**config.mk**
```make
export PLATFORM = sky130hd
export DESIGN_NAME = burst_rom_reader
export DESIGN_NICKNAME = d
export VERILOG_FILES = /design/src/rtl/burst_rom_reader.sv
export SDC_FILE = /design/constraint.sdc
export NUM_CORES = 1
export LEC_CHECK = 0
export ABC_AREA = 1
export BUFFER_PORTS_ARGS = -buffer_cell sky130_fd_sc_hd__buf_2
export CAP_MARGIN = 20
export CORE_ASPECT_RATIO = 1.1
export CORE_MARGIN = 8
export CORE_UTILIZATION = 53
export CTS_BUF_LIST = sky130_fd_sc_hd__clkbuf_16
export CTS_CLUSTER_DIAMETER = 150
export DETAILED_ROUTE_END_ITERATION = 16
export PLACE_DENSITY = 0.82
export SYNTH_ARGS = -nofsm -noshare
export SYNTH_HDL_FRONTEND = slang
export SYNTH_SLANG_ARGS = --single-unit
```
**constraint.sdc**
```tcl
create_clock -name clk -period 2.8 [get_ports clk]
set_clock_uncertainty 0.05 [all_clocks]
set_input_delay 0.42 -clock clk [delete_from_list [all_inputs] [get_ports clk]]
set_output_delay 0.42 -clock clk [all_outputs]
set_load 0.02 [all_outputs]
```
**src/rtl/burst_rom_reader.sv**
```systemverilog
// burst_rom_reader: streams bursts of words from a fixed 8-entry-pattern ROM with ready/valid, abort and err/done pulses; optional dout_parity via ROM_PARITY_EN
module burst_rom_reader #(
  parameter int DATA_WIDTH = 8,
  parameter int ADDR_WIDTH = 3
) (
  input  logic                  clk,
  input  logic                  reset_n,
  input  logic                  start,
  input  logic [ADDR_WIDTH-1:0] base_addr,
  input  logic [ADDR_WIDTH:0]   len,
  input  logic                  abort,
  output logic [DATA_WIDTH-1:0] dout,
  output logic                  dout_valid,
  input  logic                  dout_ready,
  output logic                  busy,
  output logic                  done,
  output logic                  err
`ifdef ROM_PARITY_EN
  ,
  output logic                  dout_parity
`endif
);
  typedef enum logic [1:0] {IDLE, STREAM, FINISH} state_t;
  localparam logic [63:0] table_bits = 64'hAAF00FCCE718B7ED;
  localparam logic [ADDR_WIDTH:0] depth = {1'b1, {ADDR_WIDTH{1'b0}}};
  state_t state, state_nx;
  logic [ADDR_WIDTH-1:0] addr;
  logic [ADDR_WIDTH:0] cnt;
  logic ok, hs, last;
  function automatic logic [DATA_WIDTH-1:0] rom(input logic [ADDR_WIDTH-1:0] a);
    logic [2:0] i;
    i = 3'(a);
    return DATA_WIDTH'(table_bits[{i, 3'b000} +: 8]);
  endfunction
  assign ok = start && len != '0 && len <= depth;
  assign hs = state == STREAM && dout_ready;
  assign last = cnt == (ADDR_WIDTH+1)'(1);
  always_ff @(posedge clk) begin
    if (!reset_n) begin
      state <= IDLE;
      addr <= '0;
      cnt <= '0;
      err <= 1'b0;
    end else begin
      state <= state_nx;
      err <= state == IDLE && start && !ok;
      if (state == IDLE && ok) begin
        addr <= base_addr;
        cnt <= len;
      end else if (hs && !abort) begin
        addr <= addr + 1'b1;
        cnt <= cnt - 1'b1;
      end
    end
  end
  // abort outranks a handshake landing on the same edge
  always_comb begin
    state_nx = state == IDLE ? (ok ? STREAM : IDLE) :
               state == STREAM ? (abort ? IDLE : (hs && last ? FINISH : STREAM)) : IDLE;
  end
  always_comb begin
    dout_valid = state == STREAM;
    busy = state == STREAM;
    done = state == FINISH;
    dout = dout_valid ? rom(addr) : '0;
`ifdef ROM_PARITY_EN
    dout_parity = ^dout;
`endif
  end
endmodule
```
==> results.md <==
Pwr:
- Of the total power, the share spent switching nets is 0.2884.
- The maximum ir drop on the vdd rail is 0.4291 mV.
- The share of total power dissipated in combinational logic is 0.231.
- The power density normalized to cell area is 543.8 mW/mm2.
- Overall power consumption after layout is estimated at 0.5429 mW.
- The share of total power dissipated in the clock network is 0.469.
- The share of total power dissipated in sequential elements is 0.301.
- The power spent charging and discharging nets is 0.1566 mW.
- The internal power of the cells totals 0.3863 mW.
- The analysis attributes to cell leakage a power of 0.5265 nW.

Routing:
- The detail route stage leaves a number of antenna-violating nets equal to 0.
- The first detailed-routing pass took 4 iterations.
- The via total after detailed routing is 816.
- In the final routed layout, each cell accounts on average for 12.62 um.
- The routed wire length is 1956 um.
- The iteration-0 DRC count of the detailed router is 22.
- The via density per instance is 5.265.
- After detailed routing, the number of remaining DRC violations is 0.

Setup path:
- The worst setup path is captured at an output pin.
- The reg-to-reg critical path endpoint is cnt[3].
- Along the worst path, the maximum fanout reaches 4.
- The worst endpoint required time is 2.33 ns.
- The critical path ends at dout[5].
- For the worst flop-to-flop path, the logic depth is 6.
- Across all register-to-register paths, the minimum setup slack is 1.34 ns.
- The type of element launching the critical path is a flip-flop.
- The worst register-to-register path begins at state[0].
- The timing startpoint of the critical path is addr[0].
- The critical path is of the reg -> out type.
- The endpoint arrival time on the critical path is 1.48 ns.

Logic synthesis:
- By area, the combinational part of the netlist is dominated by simple AND/OR/NAND/NOR gates.
- Of the total synthesized cell area, the portion taken by full adders, half adders and majority gates is 0.1085.
- The compound-gate portion of the synthesized area is 0.1302.
- Yosys mapped a number of flops with a built-in enable equal to 0.
- After synthesis, the share of flip-flops with an asynchronous set or reset is 0.
- The xor and xnor fraction of the mapped netlist area is 0.04341.
- Synthesis produced a netlist with a net count of 134.
- The total of warnings raised by yosys is 0.
- For this run, the leading register cell type out of synthesis is sky130_fd_sc_hd__dfxtp_1.
- After synthesis the cells add up to 807.0 um2.
- Yosys mapped the design onto 27 distinct sky130hd cell types.
- The multiplexer area fraction after synthesis is 0.
- The mean cell area of the mapped netlist is 7.018 um2.
- The gate count after technology mapping is 115.
- Of the total synthesized cell area, the portion taken by AND, OR, NAND and NOR gates is 0.3504.
- The register bit count reported by yosys is 10.
- The portion of the post-synthesis area used by sequential elements is 0.2481.

Final layout:
- In the final design database the tool counted 159 nets.
- Relative to the synthesized area, the layout overhead comes to 23.72%.
- In the final layout, the share of cells above drive strength 1 is 0.2878.
- 0 antenna diodes ended up in the layout.

Floorplanning:
- The overall die width is 53.21 um.
- The die area is 0.003029 mm2.
- After floorplanning, the core was divided into 14 placement rows.
- The count of pins on the block boundary is 24.
- After floorplanning, the core was sized to cover 0.001401 mm2.
- Measured along the y axis, the die boundary spans 56.93 um.
- The initial utilization of the core area, before any placement, comes to 0.5759.

Timing:
- The maximum frequency from static timing analysis is 512.1 MHz.
- For the final routed database, the setup TNS stands at 0 ns.
- The worst-case headroom to the max-slew limit is 0.7828.
- The hold violation count in the final report is 0.
- Setup violations remaining at the end of the flow were counted as 0.
- Counting I/O delays and the setup requirement, the final critical path takes 1.953 ns.
- The transition time at the pin with the least slew margin is 0.3255 ns.
- Dividing the final minimum period by the clock period gives 0.6974.
- The number of max-slew violations in the final report is 0.
- Setup repair after global routing left no endpoint under its margin.

Global routing:
- Entering global routing, the biggest net connects 14 pins.
- The overall overflow remaining after global route is 0.
- The first global-routing pass estimated 3512 um of wire.
- Across every metal layer, demand over resource in global routing totals 0.1452.
- The number of global-route vias before repair is 792.
- The initial antenna violation count is 0.

Run status:
- The run finished with clean final reports.

Clock tree:
- For this design, the sink count on the clock tree is 10.
- In this run the number of H-tree levels came out at 1.
- Clock tree synthesis inserted a total of 3 buffers.
- In this run, post-CTS repair resized a total of 0 instances.
- Clock-pin slew was measured on the worst setup and hold paths at 0.04 ns.
- The clock passes through at most 2 buffers.
- In this run, post-CTS hold repair placed 0 buffers.
- TritonCTS built the clock tree.
- The later pin in the worst-skew pair is clocked with a latency of 0.24 ns.
- The number of buffers inserted to repair setup after CTS is 0.
- The root buffer cell chosen for the clock tree is sky130_fd_sc_hd__clkbuf_16.

Hold path:
- The min-delay analysis places its worst path in the category in -> reg.

Placed design:
- The congestion estimate from routability-driven global placement came to 0.7749.
- The wire-length estimate of the detail-placed layout is 1471 um.
- The count of buffers from port buffering is 23.

Flow run:
- The max capacitance violation total is 0.
==> power groups by stage <==
| stage | Combinational, mW | Sequential [mW] | Clock, mW |
|---|---|---|---|
| final | 0.125 | 0.163 | 0.254 |
| after global routing | 0.142 | 0.165 | 0.263 |
| after CTS | 0.126 | 0.163 | 0.256 |
| after detailed placement | 0.123 | 0.166 | 0 |
| after global placement | 0.119 | 0.165 | 0 |
| after floorplan | 0.0943 | 0.163 | 0 |
==> Yosys cell counts, types with 2 or more instances <==
cell | n | area share
sky130_fd_sc_hd__ha_1 | 7 | 0.11
sky130_fd_sc_hd__xor2_1 | 3 | 0.033
sky130_fd_sc_hd__a21oi_1 | 9 | 0.056
sky130_fd_sc_hd__nand2_2 | 2 | 0.016
sky130_fd_sc_hd__nor2_1 | 13 | 0.060
sky130_fd_sc_hd__nand3_1 | 8 | 0.050
sky130_fd_sc_hd__o21ai_1 | 2 | 0.012
sky130_fd_sc_hd__nor2_2 | 3 | 0.023
sky130_fd_sc_hd__a21oi_2 | 2 | 0.022
sky130_fd_sc_hd__nor3_1 | 2 | 0.012
sky130_fd_sc_hd__inv_1 | 17 | 0.079
sky130_fd_sc_hd__nand4_1 | 6 | 0.047
sky130_fd_sc_hd__dfxtp_1 | 10 | 0.25
sky130_fd_sc_hd__nand2_1 | 18 | 0.084
==> worst max-delay path, stage by stage, from the launching register on <==
cell                      delay (ns)
sky130_fd_sc_hd__dfxtp_1        0.38
sky130_fd_sc_hd__inv_1          0.12
sky130_fd_sc_hd__ha_1           0.26
sky130_fd_sc_hd__nand2_1        0.08
sky130_fd_sc_hd__nand2_1        0.09
sky130_fd_sc_hd__a21oi_1        0.13
sky130_fd_sc_hd__buf_2          0.18
==> worst min-delay path by stage <==
stage / from / slack [ns] / cells past startpoint / end
3_3_place_gp: cnt[1] / 0.44 / 2 / cnt[1]
6_report: len[0] / 0.39 / 3 / cnt[0]
3_5_place_dp: cnt[1] / 0.44 / 2 / cnt[1]
2_1_floorplan: cnt[1] / 0.43 / 2 / cnt[1]
5_1_grt: reset_n / 0.41 / 3 / cnt[0]
4_1_cts: reset_n / 0.39 / 3 / cnt[0]
==> state kept, by name (all words and copies together), names as in the netlist <==
name,count
state,2
addr,3
cnt,4
err,1
==> area by class of cell <==
cell class,count,area [um2]
tap,16,20.02
timing repair buffer,23,115.1
fill,122,402.9
multi-input combinational,83,510.5
clock inverter,1,3.754
inverter,19,73.82
clock buffer,3,75.07
sequential,10,200.2
==> layout by cell type (no fill, tap or decap) <==
| master | Yosys | layout |
|---|---|---|
| sky130_fd_sc_hd__a21oi_1 | 9 | 9 |
| sky130_fd_sc_hd__a21oi_2 | 2 | 2 |
| sky130_fd_sc_hd__a21oi_4 | 1 | 1 |
| sky130_fd_sc_hd__buf_2 | 0 | 23 |
| sky130_fd_sc_hd__clkbuf_16 | 0 | 3 |
| sky130_fd_sc_hd__clkinv_1 | 0 | 1 |
| sky130_fd_sc_hd__dfxtp_1 | 10 | 10 |
| sky130_fd_sc_hd__ha_1 | 7 | 7 |
| sky130_fd_sc_hd__inv_1 | 17 | 17 |
| sky130_fd_sc_hd__inv_2 | 1 | 1 |
| sky130_fd_sc_hd__inv_4 | 1 | 1 |
| sky130_fd_sc_hd__nand2_1 | 18 | 18 |
| sky130_fd_sc_hd__nand2_2 | 2 | 2 |
| sky130_fd_sc_hd__nand2_4 | 1 | 1 |
| sky130_fd_sc_hd__nand3_1 | 8 | 8 |
| sky130_fd_sc_hd__nand3_2 | 1 | 1 |
| sky130_fd_sc_hd__nand4_1 | 6 | 6 |
| sky130_fd_sc_hd__nor2_1 | 13 | 13 |
| sky130_fd_sc_hd__nor2_2 | 3 | 3 |
| sky130_fd_sc_hd__nor2_8 | 1 | 1 |
| sky130_fd_sc_hd__nor3_1 | 2 | 2 |
| sky130_fd_sc_hd__o21ai_1 | 2 | 2 |
| sky130_fd_sc_hd__o21ai_2 | 1 | 1 |
| sky130_fd_sc_hd__o31ai_1 | 1 | 1 |
| sky130_fd_sc_hd__or2_0 | 1 | 1 |
| sky130_fd_sc_hd__xnor2_1 | 1 | 1 |
| sky130_fd_sc_hd__xor2_1 | 3 | 3 |
==> logic make-up (layout without fill, tap and decap cells) <==
group                      count (synthesis)  in the layout
and+or+nand+nor                           56             56
buffers and inverters                     22             46
AOI/OAI and AO/OA                         16             16
DFF                                       10             10
adders and majority gates                  7              7
xor gates and xnor gates                   4              4
==> layer usage <==
layer / global-route usage / vias up / routed length (um)
li1: - / 416 / -
met1: 0.1805 / 369 / 835
met2: 0.2248 / 26 / 926
met3: 0.05263 / 5 / 175
met4: 0.04332 / 0 / 19
met5: 0 / - / 0
==> metrics by stage <==
stage          hold WS [ns]  instance area, um2  worst slack, ns  std cells    util
2_1_floorplan        0.4251               807.0            1.132        115       -
4_1_cts              0.3897               998.5           0.8485        155  0.7125
3_3_place_gp         0.4385               919.6            1.132        151  0.6563
5_1_grt              0.4068               998.5           0.7321        155  0.7125
3_5_place_dp         0.4403               919.6            1.110        151  0.6563
6_report             0.3911               998.5           0.8472        155  0.7125
Note: power is estimated with default switching activity, not from simulation.
